## src/rtl/ldm_stm_reg_sequencer.sv

```systemverilog
// Block-transfer register sequencer: walks the captured LDM/STM register list
// and presents one register number per beat, ascending or descending.
module ldm_stm_reg_sequencer #(
    parameter int LIST_W = 16,
    parameter int ADDR_W = 4,
    parameter int CNT_W  = 5
) (
    input  logic              clk,
    input  logic              rst_n,
    input  logic              start,
    input  logic [LIST_W-1:0] reg_list,
    input  logic              up,
    input  logic              ack,
    output logic [ADDR_W-1:0] reg_num,
    output logic              valid,
    output logic              last,
    output logic              busy,
    output logic              done,
    output logic [CNT_W-1:0]  count,
    output logic [CNT_W-1:0]  beat
);

    localparam logic [1:0] S_IDLE  = 2'd0;
    localparam logic [1:0] S_ISSUE = 2'd1;
    localparam logic [1:0] S_DONE  = 2'd2;

    logic [1:0]        state;
    logic [LIST_W-1:0] pending;
    logic              dir;
    logic [ADDR_W-1:0] lo_idx, hi_idx, sel_idx;
    logic [CNT_W-1:0]  list_pop;
    logic              one_left;
    logic              issuing;

    // Lowest and highest set bit of the registered pending list.
    always_comb begin
        lo_idx = '0;
        hi_idx = '0;
        for (int i = LIST_W - 1; i >= 0; i--)
            if (pending[i]) lo_idx = ADDR_W'(i);
        for (int i = 0; i < LIST_W; i++)
            if (pending[i]) hi_idx = ADDR_W'(i);
    end

    always_comb begin
        list_pop = '0;
        for (int i = 0; i < LIST_W; i++)
            list_pop = list_pop + CNT_W'(reg_list[i]);
    end

    assign sel_idx  = dir ? lo_idx : hi_idx;
    assign one_left = (pending != '0) && ((pending & (pending - LIST_W'(1))) == '0);
    assign issuing  = (state == S_ISSUE);

    assign valid   = issuing;
    assign reg_num = issuing ? sel_idx : '0;
    assign last    = issuing && one_left;
    assign busy    = (state != S_IDLE);
    assign done    = (state == S_DONE);

    always_ff @(posedge clk or negedge rst_n) begin
        if (!rst_n) begin
            state   <= S_IDLE;
            pending <= '0;
            dir     <= 1'b0;
            count   <= '0;
            beat    <= '0;
        end else begin
            case (state)
                S_IDLE: begin
                    if (start) begin
                        pending <= reg_list;
                        dir     <= up;
                        count   <= list_pop;
                        beat    <= '0;
                        state   <= (reg_list != '0) ? S_ISSUE : S_DONE;
                    end
                end
                S_ISSUE: begin
                    if (ack) begin
                        pending <= pending & ~(LIST_W'(1) << sel_idx);
                        beat    <= beat + CNT_W'(1);
                        if (one_left) state <= S_DONE;
                    end
                end
                S_DONE:  state <= S_IDLE;
                default: state <= S_IDLE;
            endcase
        end
    end

endmodule

```

## config.mk

```make
export PLATFORM = sky130hd
export DESIGN_NAME = ldm_stm_reg_sequencer
export DESIGN_NICKNAME = d
export VERILOG_FILES = /design/src/rtl/ldm_stm_reg_sequencer.sv
export SDC_FILE = /design/constraint.sdc
export NUM_CORES = 1
export LEC_CHECK = 0
export CAP_MARGIN = 20
export CORE_MARGIN = 2
export CORE_UTILIZATION = 25
export CTS_BUF_LIST = sky130_fd_sc_hd__clkbuf_4 sky130_fd_sc_hd__clkbuf_8
export CTS_CLUSTER_SIZE = 30
export DETAILED_ROUTE_END_ITERATION = 8
export GPL_TIMING_DRIVEN = 0
export PLACE_DENSITY = 0.46
export SLEW_MARGIN = 5
export SYNTH_ARGS = -nofsm -noshare
export SYNTH_HDL_FRONTEND = slang
export SYNTH_SLANG_ARGS = --single-unit
```

## constraint.sdc

```tcl
create_clock -name clk -period 3.99 [get_ports clk]
set_input_delay 1.197 -clock clk [delete_from_list [all_inputs] [get_ports clk]]
set_output_delay 1.197 -clock clk [all_outputs]
set_load 0.05 [all_outputs]
```

==> summary.md, run 1 <==
| Metric | Value |
|---|---|
| Clock Power Share | 10.1% |
| Critical Path End Type | primary output |
| Static leakage | 1.31 nW |
| CTS Buf Count | 5 |
| Mapped Cells | 299 |
| Clk_lat worst skew | 0.28 ns |
| Dpl hpwl | 5970 µm |
| HP Start | count[0] |
| Combinational share of power | 68.8% |
| NumNets Final | approximately 380 |
| Routed WL per cell | 15.8 µm |
| RSZ-0062 raised after global routing | yes |
| Share of cells above drive strength 1 | 17.0% |
| Hold_buf cts | 0 |
| Drt pass-1 iters | 4 |
| Slew Limit Headroom | 54.3% |
| Clk slew on worst S/H paths | about 0.070 ns |
| Final setup violation count | 2 |
| Psw | 1.48 mW |
| Final worst path period share | 102% |
| Post-Route WL | 7610 µm |
| # H-tree levels | 2 |
| Final hold viol count | 0 |
| Initial Util | between 20% and 30% |
| Initial DRC Count | 87 |
| Fill cells | 1063 |
| Gp weighted congestion | approximately 0.84 |
| Hold path depth | 2 |
| Die W | 103 µm |
| Final Skew | 0.00633 ns |
| Maximum VDD drop | 537 µV |
| Fin Setup TNS | -0.110 ns |
| Syn_nets | 337 |
| Vias in the first global route | 2411 |
| CTS Buffer Depth | 2 |
| Tmin final | 4.06 ns |
| Critical path arrival | ~2.9 ns |
| Fmax | 247 MHz |
| Via density per instance | 4.97 |
| Max Slew Vio Count | 0 |
| Status | finished with violations |
| P per Cell Area | 856 nW/µm² |
| Worst setup SP type | flip-flop |
| Failing checks | setup timing |
| Global-route wire length before repair | between 10000 and 15000 µm |
| Mapped cell area | 2440 µm² |
| Syn-to-layout area delta | 30.5% |
| Setup slack, reg-to-reg | between 1 and 1.5 ns |
| Post-route ant nets | 0 |
| Fraction of registers with async set/reset | 100% |
| DR DRC count | 0 |
| Vias post-DR | around 2400 |
| Syn Area/Cell | 8.16 µm² |
| Final WS setup | -0.0666 ns |
| Reg2reg end | state[1] |
| Initial antenna violation count | 0 |
| Die area | approximately 11000 µm² |
| Commonest cells after routing, fill and taps aside | nand2_1, dfrtp_1, nor2_1, clkdlybuf4s50_1, inv_1 |
| Port bufs | 38 |
| CP endpoint | last |
| Reg2reg start | pending[1] |
| I/O pins | 39 |
| Worst-Margin Slew | between 0.6 and 0.7 ns |
| #FFs+latches synth | 29 |
| Reg2Reg Depth | 7 |
| Post-synthesis sequential area ratio | 29.8% |
| Tot GR Track Use | between 15 and 20% |
| Seq pwr share | 21.1% |
| Ant diodes | 0 |
| Yosys warns | 0 |
| Ys flop type | dfrtp_1 |
| HP Class | flip-flop to flip-flop |
| CTS tree | built |
| CP Max Fanout | 9 |
| Largest net degree at the start of global routing | 30 |
| Commonest non-fill, non-tap cell in the layout | nand2_1 |
| Int Pwr | between 1 and 1.5 mW |
| Chip height | around 100 µm |
| CTS root buf | clkbuf_8 |
| Max Cap Viol | 0 |
| Hold WS | 0.485 ns |
| Row count | 36 |
| Core area | 9640 µm² |
| Synth unique cells | 49 |
| Setup CP Type | flip-flop to primary output |
| Dominant cell type by area after synthesis | dfrtp_1 |
| Grt ovf | 0 |
| Top cells by area, synth | dfrtp_1, fa_1, nand2_1, o311ai_0, inv_1 |
| Synth top area share | 29.8% |
| Post-synth EDFFs | 0 |
| Sw Ratio | 54.2% |
| PnR Total Power | 2.72 mW |
| Worst path required time | approximately 2.8 ns |
| Clock Sinks | 29 |
| CP startpoint | pending[1] |
## power by group through the flow
stage               clock, mW  combinational (mW)  sequential (mW)
CTS                     0.285                1.90            0.526
finish                  0.276                1.87            0.575
floorplan                   0                1.21            0.625
detailed placement          0                1.86            0.532
global route            0.300                2.08            0.595
global placement            0                1.85            0.530
## state kept, by name, indices dropped and copies added (netlist names)
register and flops:
beat 5, count 5, dir 1, pending 16
state 2
## stage by stage
step | instances | worst slack [ns] | util, % | instance area (µm²)
after CTS | 482 | -0.101 | 32.6 | 3150
final | 480 | -0.0666 | 33.0 | 3180
after global placement | 470 | -0.860 | 31.2 | 3010
after floorplan | 299 | -0.110 | - | 2460
after detailed placement | 471 | -0.864 | 31.2 | 3010
after global routing | 480 | -0.166 | 33.0 | 3180
## worst max-delay path, stage by stage (launching register included)
cell and delay, ns:
dfrtp_1 0.35, buf_2 0.19, or4_4 0.57, maj3_2 0.33, a21oi_2 0.14, or4b_4 0.48
nand4b_4 0.22, nor2_4 0.12, buf_6 0.16
## cell type report
type	count	area (µm²)	share of cell area, %
buffer	19	91.3	2.87
clock buffer	7	96.3	3.03
clock inverter	1	5.00	0.157
inverter	28	113	3.54
multi-input combinational	220	1570	49.4
sequential	29	726	22.8
tap	133	166	5.23
timing repair buffer	43	412	12.9
## metal layers
metal / routed length (µm) / share of wire (%) / vias to the layer above / track usage [%]
met5: 0 / 0 / - / 0
met4: 52 / 0.68 / 0 / 3.74
met3: 369 / 4.9 / 6 / 2.24
met2: 3580 / 47 / 60 / 24.3
met1: 3610 / 47 / 1152 / 22.4
li1: - / - / 1166 / -
## how the worst min path moves through the flow
stage / endpoint / slack (ns)
floorplan: state[0] / 0.47
global placement: count[0] / 0.46
finish: count[0] / 0.48
CTS: count[0] / 0.49
global route: count[1] / 0.53
detailed placement: count[0] / 0.47
## synthesized netlist by cell type (2+ instances only)
library cell and instances:
nor3b_1 6, o211ai_1 2, o22ai_1 3, buf_6 2, a221o_1 2, a31o_2 2
a21oi_1 15, nor3_1 6, a21o_1 2, inv_1 27, and2_1 2, xor2_1 5
o21ai_0 20, o311ai_0 12, or2_2 2, a211oi_1 5, a22o_1 2, o31ai_1 4
fa_1 10, nor2_1 24, or4_4 2, a221oi_1 3, ha_1 7, nand2b_1 5
and3_1 5, nor2b_1 3, nand3_1 4, nor4_1 7, dfrtp_1 29, nand2_1 40
buf_2 3, clkbuf_1 17, nand4_1 5
## kinds of logic (layout without fill, tap and decap cells)
| kind of cell | Yosys count | count (layout) | share of synthesized area, % |
|---|---|---|---|
| AND/OR/NAND/NOR | 116 | 116 | 24.6 |
| AO/OA/AOI/OAI | 81 | 81 | 23.1 |
| buffers and inverters | 50 | 98 | 8.47 |
| flip-flops | 29 | 29 | 29.8 |
| adder cells (fa/ha/maj) | 18 | 18 | 12.3 |
| XOR/XNOR | 5 | 5 | 1.80 |
## repair_timing
action,in CTS,in global routing
buffers inserted,3,1
setup endpoints to repair,10,9
resized for setup,67,14
pin swaps,12,9
Power figures use the tool's default switching activity.
==> inputs of run 2 (changes only) <==
CORE_ASPECT_RATIO = 0.5   (was unset)
CORE_UTILIZATION = 40   (was 25)
PLACE_DENSITY = 0.66   (was 0.46)
==> run 2 against run 1 <==
  * Sequential share of layout area rose by 0.75 points
  * Worst hold slack about the same
  * The run still ends with setup timing left
  * First-iteration DRC count is 110% higher
  * Routed wire length is 5.4% lower
  * Global-route usage grew 7.3 points
==> summary.md, run 2 (synthesis results as in run 1) <==
| Metric | Value |
|---|---|
| Failing checks | setup timing (unchanged) |
| Post-Place Cells | 416 (was 471) |
| Met3 Use GR | 5.32% (was 2.24%) |
| Max Cap Viol | 0 (unchanged) |
| Maximum VDD drop | 443 µV (was 537 µV) |
| Tmin final | 4.10 ns (was 4.06 ns) |
| Initial DRC Count | 182 (was 87) |
| Crit-path cells | buf_2 -> or4_4 -> nor4_1 -> o22ai_1 -> or4b_4 -> nand4b_4 -> nor2_1 -> buf_4 (was buf_2 -> or4_4 -> maj3_2 -> a21oi_2 -> or4b_4 -> nand4b_4 -> nor2_4 -> buf_6) |
| Slew Limit Headroom | 47.9% (was 54.3%) |
| Max reg flops | 16 (unchanged) |
| Post-route ant nets | 0 (unchanged) |
| Final Non-Filler Cells | 424 (was 480) |
| DR DRC count | 0 (unchanged) |
| NumNets Final | 385 (was 384) |
| Post-Route WL | 7190 µm (was 7610 µm) |
| Final hold viol count | 0 (unchanged) |
| Dpl hpwl | 5530 µm (was 5970 µm) |
| Die W | 114 µm (was 103 µm) |
| I/O pins | 39 (unchanged) |
| Share of cells above drive strength 1 | 15.6% (was 17.0%) |
| Fill cells | 558 (was 1063) |
| Fmax | 244 MHz (was 247 MHz) |
| FF/Latch Area | 727 µm² (was 726 µm²) |
| Drt pass-1 iters | 4 (unchanged) |
| Top flop regs | pending x16, beat x5, count x5 (unchanged) |
| Commonest non-fill, non-tap cell in the layout | nand2_1 (unchanged) |
| Clock Sinks | 29 (unchanged) |
| CP peak stage delay | 0.57 ns (about the same) |
| Port bufs | 38 (unchanged) |
| Multi-input logic area | 1560 µm² (was 1570 µm²) |
| HP Class | flip-flop to flip-flop (unchanged) |
| Tot GR Track Use | 22.8% (was 15.5%) |
| Final setup violation count | 5 (was 2) |
| Int Pwr | 1.23 mW (was 1.25 mW) |
| Combinational share of power | 70.3% (was 68.8%) |
| CTS root buf | clkbuf_8 (unchanged) |
| Vias in the first global route | 2355 (was 2411) |
| Clock Power Share | 9.6% (was 10.1%) |
| Critical-path top delay cell | or4b_4 (was or4_4) |
| Hold WS | 0.485 ns (about the same) |
| Top reg by flops | pending (unchanged) |
| Die area | 6770 µm² (was 10600 µm²) |
| Reg2reg end | pending[14] (was state[1]) |
| CP Max Fanout | 9 (unchanged) |
| Critical path arrival | 2.90 ns (was 2.86 ns) |
| Status | finished with violations (unchanged) |
| Routed WL per cell | 17.0 µm (was 15.8 µm) |
| CTS Buf Count | 5 (unchanged) |
| Clk_lat worst skew | 0.29 ns (was 0.28 ns) |
| Fin area | 3090 µm² (was 3180 µm²) |
| Clk slew on worst S/H paths | 0.06 ns (was 0.07 ns) |
| CTS Buffer Depth | 2 (unchanged) |
| CTS tree | built (unchanged) |
| Syn-to-layout area delta | 26.6% (was 30.5%) |
| Largest net degree at the start of global routing | 19 (was 30) |
| Commonest cells after routing, fill and taps aside | nand2_1, dfrtp_1, nor2_1, clkdlybuf4s50_1, inv_1 (unchanged) |
| Final WS setup | -0.109 ns (was -0.0666 ns) |
| Hold_buf cts | 0 (unchanged) |
| Reg2reg start | pending[10] (was pending[1]) |
| Initial Util | 40.8% (was 25.3%) |
| RSZ-0062 raised after global routing | yes (unchanged) |
| Fin Setup TNS | -0.238 ns (was -0.110 ns) |
| P per Cell Area | 873 nW/µm² (was 856 nW/µm²) |
| CP endpoint | last (unchanged) |
| Post-placement cell area | 2960 µm² (was 3010 µm²) |
| Global-route wire length before repair | 11700 µm (was 12600 µm) |
| M1 GR Usage | 32.7% (was 22.4%) |
| M2 GR Usage | 34.7% (was 24.3%) |
| Initial antenna violation count | 0 (unchanged) |
| Row count | 20 (was 36) |
| Worst path required time | 2.79 ns (about the same) |
| Vias post-DR | 2443 (was 2384) |
| Psw | 1.46 mW (was 1.48 mW) |
| Final worst path period share | 103% (was 102%) |
| Static leakage | 1.30 nW (was 1.31 nW) |
| GR peak layer | met2 (unchanged) |
| Dpl ws | -0.939 ns (was -0.864 ns) |
| Setup slack, reg-to-reg | 1.25 ns (was 1.32 ns) |
| Worst-Margin Slew | 0.771 ns (was 0.686 ns) |
| Final Skew | 0.00509 ns (was 0.00633 ns) |
| Chip height | 59.2 µm (was 103 µm) |
| Max Slew Vio Count | 0 (unchanged) |
| # H-tree levels | 2 (unchanged) |
| CP startpoint | pending[5] (was pending[1]) |
| Gp weighted congestion | 0.864 (was 0.844) |
| Via density per instance | 5.76 (was 4.97) |
| Ant diodes | 0 (unchanged) |
| Critical Path End Type | primary output (unchanged) |
| Setup CP Type | flip-flop to primary output (unchanged) |
| Reg2Reg Depth | 7 (unchanged) |
| Sw Ratio | 54.3% (was 54.2%) |
| Core area | 5980 µm² (was 9640 µm²) |
| Grt ovf | 0 (unchanged) |
| Worst setup SP type | flip-flop (unchanged) |
| Seq pwr share | 20.2% (was 21.1%) |
[run 2: cell count changes in the layout (fill, tap and decap cells not counted), sizes merged]
cell	before	now
clkinv	2	1
dlymetal6s2s	0	1
clkbuf	22	24
clkdlybuf4s15	1	0
buf	21	19
clkdlybuf4s50	23	24
[run 2: cell type report]
class,instances,area share [%]
Multi-Input combinational cell,220,50.4
Sequential cell,29,23.6
Timing Repair Buffer,42,13.2
Inverter,28,3.65
Buffer,21,3.20
Tap cell,77,3.12
Clock buffer,7,2.92
[run 2: stage by stage]
stage / util, % / total power [mW]
3_3_place_gp: 49.1 / 2.33
4_1_cts: 50.7 / 2.65
2_1_floorplan: - / 1.84
3_5_place_dp: 49.4 / 2.38
6_report: 51.6 / 2.70
5_1_grt: 51.6 / 2.91
[run 2: what timing repair did]
action                     CTS  global route
pin swaps                   12            13
gates resized for setup     58            17
setup buffers                1             1
setup endpoints to repair    9             8
gates cloned                 0             0
[run 2: power by group through the flow]
| stage | clock network [mW] | logic, mW | registers (mW) |
|---|---|---|---|
| finish | 0.258 | 1.89 | 0.543 |
| global route | 0.275 | 2.07 | 0.560 |
| CTS | 0.263 | 1.86 | 0.523 |
| detailed placement | 0 | 1.86 | 0.526 |
| global placement | 0 | 1.81 | 0.521 |
| floorplan | 0 | 1.21 | 0.625 |
[run 2: worst min-delay path by stage]
stage               startpoint        to  cells after the start
global route          count[3]  count[3]                      2
finish                count[0]  count[0]                      2
detailed placement    count[0]  count[0]                      2
floorplan             state[1]  state[0]                      1
global placement      count[0]  count[0]                      2
CTS                   count[0]  count[0]                      2
[run 2: worst max-delay path, delay by kind of cell, from the launching register on]
kind | cells | cell delay [ns]
AO/OA/AOI/OAI | 1 | 0.12
buffers and inverters | 2 | 0.38
flip-flops | 1 | 0.36
AND/OR/NAND/NOR | 5 | 1.74
[run 2: per-layer routing]
layer / wire length, µm / part of all wire, % / vias to the layer above
met2: 3230 / 45 / 98
li1: - / - / 1167
met4: 111 / 1.5 / 0
met5: 0 / 0 / -
met3: 504 / 7.0 / 11
met1: 3340 / 46 / 1167
==> inputs of run 3 (changes only) <==
ABC_AREA = 1   (was unset)
HOLD_SLACK_MARGIN = 0.1   (was unset)
PLACE_DENSITY = 0.65   (was 0.66)
==> run 3 against run 2 <==
  * The run still ends with setup timing left
  * Routed wire length decreased by 5.7%
  * Flip-flop and latch count is the same
  * Worst setup slack better by 0.091 ns
  * First-iteration DRC count shrank 53%
  * Fmax is 2.3% higher
  * Total power decreased by 42%
  * Highest routed layer unchanged
  * Sequential share of layout area fell by 0.49 points
  * Critical path type is now input pin to flip-flop
  * Count of clock-buffer cells in the layout increased by 1
  * Area after synthesis up 3.8%
  * Worst hold slack got worse by 0.0038 ns
==> summary.md, run 3 <==
| Metric | Value |
|---|---|
| Syn Area/Cell | 6.84 µm² (was 8.16 µm²) |
| Syn_nets | 408 (was 337) |
| Max Cap Viol | 0 (unchanged) |
| Syn-to-layout area delta | 24.3% (was 26.6%) |
| Clock Sinks | 29 (unchanged) |
| Die W | 117 µm (was 114 µm) |
| Gp weighted congestion | 0.908 (was 0.864) |
| Stages on the worst setup path | 12 (was 8) |
| Port bufs | 38 (unchanged) |
| Grt ovf | 0 (unchanged) |
| Max reg flops | 16 (unchanged) |
| Share of cells above drive strength 1 | 15.8% (was 15.6%) |
| Synth top area share | 28.7% (was 29.8%) |
| Drt pass-1 iters | 4 (unchanged) |
| # H-tree levels | 2 (unchanged) |
| Multi-input logic area | 1510 µm² (was 1560 µm²) |
| Fill cells | 622 (was 558) |
| CTS Buffer Depth | 2 (unchanged) |
| Initial DRC Count | 85 (was 182) |
| Clock Power Share | 17.1% (was 9.6%) |
| Post-route ant nets | 0 (unchanged) |
| Maximum VDD drop | 277 µV (was 443 µV) |
| Top flop regs | pending x16, beat x5, count x5 (unchanged) |
| Initial antenna violation count | 0 (unchanged) |
| Final WS setup | -0.0181 ns (was -0.109 ns) |
| Chip height | 60.3 µm (was 59.2 µm) |
| Post-synth top cells | nand2_1, nor2_1, inv_1 (was nand2_1, dfrtp_1, inv_1) |
| Psw | 0.724 mW (was 1.46 mW) |
| HP Class | flip-flop to flip-flop (unchanged) |
| CTS tree | built (unchanged) |
| Dominant cell type by area after synthesis | dfrtp_1 (unchanged) |
| I/O pins | 39 (unchanged) |
| Top cells by area, synth | dfrtp_1, nand2_1, nor2_1, inv_1, fa_1 (was dfrtp_1, fa_1, nand2_1, o311ai_0, inv_1) |
| CP peak stage delay | 0.55 ns (was 0.57 ns) |
| FF/Latch Area | 726 µm² (was 727 µm²) |
| Hold WS | 0.481 ns (was 0.485 ns) |
| Mapped Cells | 370 (was 299) |
| Die area | 7020 µm² (was 6770 µm²) |
| Via density per instance | 4.88 (was 5.76) |
| Clk_lat worst skew | 0.29 ns (about the same) |
| Yosys warns | 0 (unchanged) |
| Post-synthesis sequential area ratio | 28.7% (was 29.8%) |
| Failing checks | setup timing (unchanged) |
| Core Util, Final | 51.7% (was 51.6%) |
| P per Cell Area | 500 nW/µm² (was 873 nW/µm²) |
| Critical-path top delay cell | fa_2 (was or4b_4) |
| Max Slew Vio Count | 0 (unchanged) |
| Initial Util | 41.6% (was 40.8%) |
| Worst-Margin Slew | 0.712 ns (was 0.771 ns) |
| Mapped cell area | 2530 µm² (was 2440 µm²) |
| Final hold viol count | 0 (unchanged) |
| CP Max Fanout | 3 (was 9) |
| Most numerous cell in the Yosys netlist | nand2_1 (unchanged) |
| Core area | 6080 µm² (was 5980 µm²) |
| Vias in the first global route | 2461 (was 2355) |
| Synth unique cells | 34 (was 49) |
| Seq pwr share | 28.7% (was 20.2%) |
| Tot GR Track Use | 21.5% (was 22.8%) |
| Tmin final | 4.01 ns (was 4.10 ns) |
| Worst path required time | 4.15 ns (was 2.79 ns) |
| Clk slew on worst S/H paths | 0.07 ns (was 0.06 ns) |
| Ys flop type | dfrtp_1 (unchanged) |
| Critical path arrival | 4.17 ns (was 2.90 ns) |
| #FFs+latches synth | 29 (unchanged) |
| WP buf/inv | 4 (was 2) |
| Sw Ratio | 46.0% (was 54.3%) |
| Row count | 20 (unchanged) |
| Final Skew | 0.00890 ns (was 0.00509 ns) |
| Reg2Reg Depth | 10 (was 7) |
| Final setup violation count | 1 (was 5) |
| Global-route wire length before repair | 11400 µm (was 11700 µm) |
| Routed WL per cell | 13.4 µm (was 17.0 µm) |
| Largest net degree at the start of global routing | 30 (was 19) |
| Combinational share of power | 54.2% (was 70.3%) |
| CP top delay family | adder cells (was simple AND/OR/NAND/NOR gates) |
| Top reg by flops | pending (unchanged) |
| Ant diodes | 0 (unchanged) |
| RSZ-0062 raised after global routing | yes (unchanged) |
| Post-synth EDFFs | 0 (unchanged) |
| Post-Route WL | 6780 µm (was 7190 µm) |
| NumNets Final | 455 (was 385) |
| Int Pwr | 0.849 mW (was 1.23 mW) |
| DR DRC count | 0 (unchanged) |
| Setup slack, reg-to-reg | 1.66 ns (was 1.25 ns) |
| Setup CP Type | input pin to flip-flop (was flip-flop to primary output) |
| Commonest cells after routing, fill and taps aside | nand2_1, nor2_1, inv_1 (was nand2_1, dfrtp_1, nor2_1, clkdlybuf4s50_1, inv_1) |
| Fmax | 249 MHz (was 244 MHz) |
| Static leakage | 1.51 nW (was 1.30 nW) |
| Final worst path period share | 100% (was 103%) |
| Crit-path cells | buf_8 -> fa_1 -> fa_1 -> inv_2 -> fa_2 -> fa_2 -> inv_2 -> ha_4 -> inv_2 -> fa_2 -> xor2_1 -> o21ai_1 (was buf_2 -> or4_4 -> nor4_1 -> o22ai_1 -> or4b_4 -> nand4b_4 -> nor2_1 -> buf_4) |
| Hold path depth | 2 (unchanged) |
| CTS root buf | clkbuf_8 (unchanged) |
| Fraction of registers with async set/reset | 100% (unchanged) |
| Status | finished with violations (unchanged) |
| PnR Total Power | 1.57 mW (was 2.70 mW) |
| Dpl hpwl | 5450 µm (was 5530 µm) |
| Worst setup SP type | input pin (was flip-flop) |
| Commonest non-fill, non-tap cell in the layout | nand2_1 (unchanged) |
| Critical Path End Type | flip-flop (was primary output) |
| Slew Limit Headroom | 52.4% (was 47.9%) |
| CTS Buf Count | 5 (unchanged) |
| Vias post-DR | 2471 (was 2443) |
[run 3: cell count changes after synthesis, sizes merged, moves of 10 or more]
| cell | before | now |
|---|---|---|
| nor2 | 24 | 71 |
| inv | 27 | 66 |
| nand2 | 40 | 78 |
| clkbuf | 17 | 4 |
| o311ai | 12 | 0 |
| a21oi | 15 | 26 |
| nand3 | 4 | 14 |
[run 3: final timing paths]
check / end / start
setup / recovery: count[2] / reg_list[11]
hold / removal: count[0] / count[0]
setup reg to reg: pending[15] / state[0]
hold reg to reg: count[0] / count[0]
max in group asynchronous: pending[15] / rst_n
min in group asynchronous: count[1] / rst_n
[run 3: layer usage]
metal  GRT usage (%)  part of all wire [%]
met4            6.63                   1.2
met1            29.8                    50
met3            4.06                   4.5
met5               0                     0
met2            34.6                    44
[run 3: cells by family (layout without fill, tap and decap cells)]
family	after synthesis	after routing	synth area share [%]
AOI/OAI and AO/OA	61	61	14.0
xor gates and xnor gates	1	1	0.346
adders and majority gates	17	17	11.4
buffers and inverters	78	126	12.9
DFF	29	29	28.7
muxes	1	1	0.395
and+or+nand+nor	183	183	32.4
[run 3: what timing repair did]
action,in CTS,in global routing
hold buffers,0,0
resized for setup,41,19
setup buffers,1,1
endpoints found under the setup margin,7,6
pin swaps,12,15
gates cloned,0,0
[run 3: tightest hold or removal path, delay by kind of cell, from the launching register on]
kind | cells | cell delay (ns)
DFF | 1 | 0.35
and+or+nand+nor | 2 | 0.10
[run 3: layout make-up]
class / instances / share of cell area, %
buffer: 8 / 1.11
tap: 88 / 3.50
clock buffer: 8 / 2.90
multi-input combinational: 263 / 48.0
timing repair buffer: 40 / 12.2
sequential: 29 / 23.1
inverter: 70 / 9.22
[run 3: power groups by stage]
stage	logic [mW]	registers (mW)	clock network, mW
after floorplan	0.469	0.569	0
after global placement	0.804	0.451	0
after detailed placement	0.813	0.454	0
after CTS	0.822	0.449	0.273
after global routing	0.950	0.462	0.288
final	0.852	0.452	0.269
[run 3: metrics by stage]
stage	cell area (µm²)	setup slack (ns)	TNS (ns)	cells
floorplan	2540	-0.112	-0.390	370
global placement	3030	-0.777	-3.36	496
detailed placement	3020	-0.794	-3.46	496
CTS	3080	-0.0986	-0.294	505
global route	3150	-0.139	-0.431	506
finish	3150	-0.0181	-0.0181	506
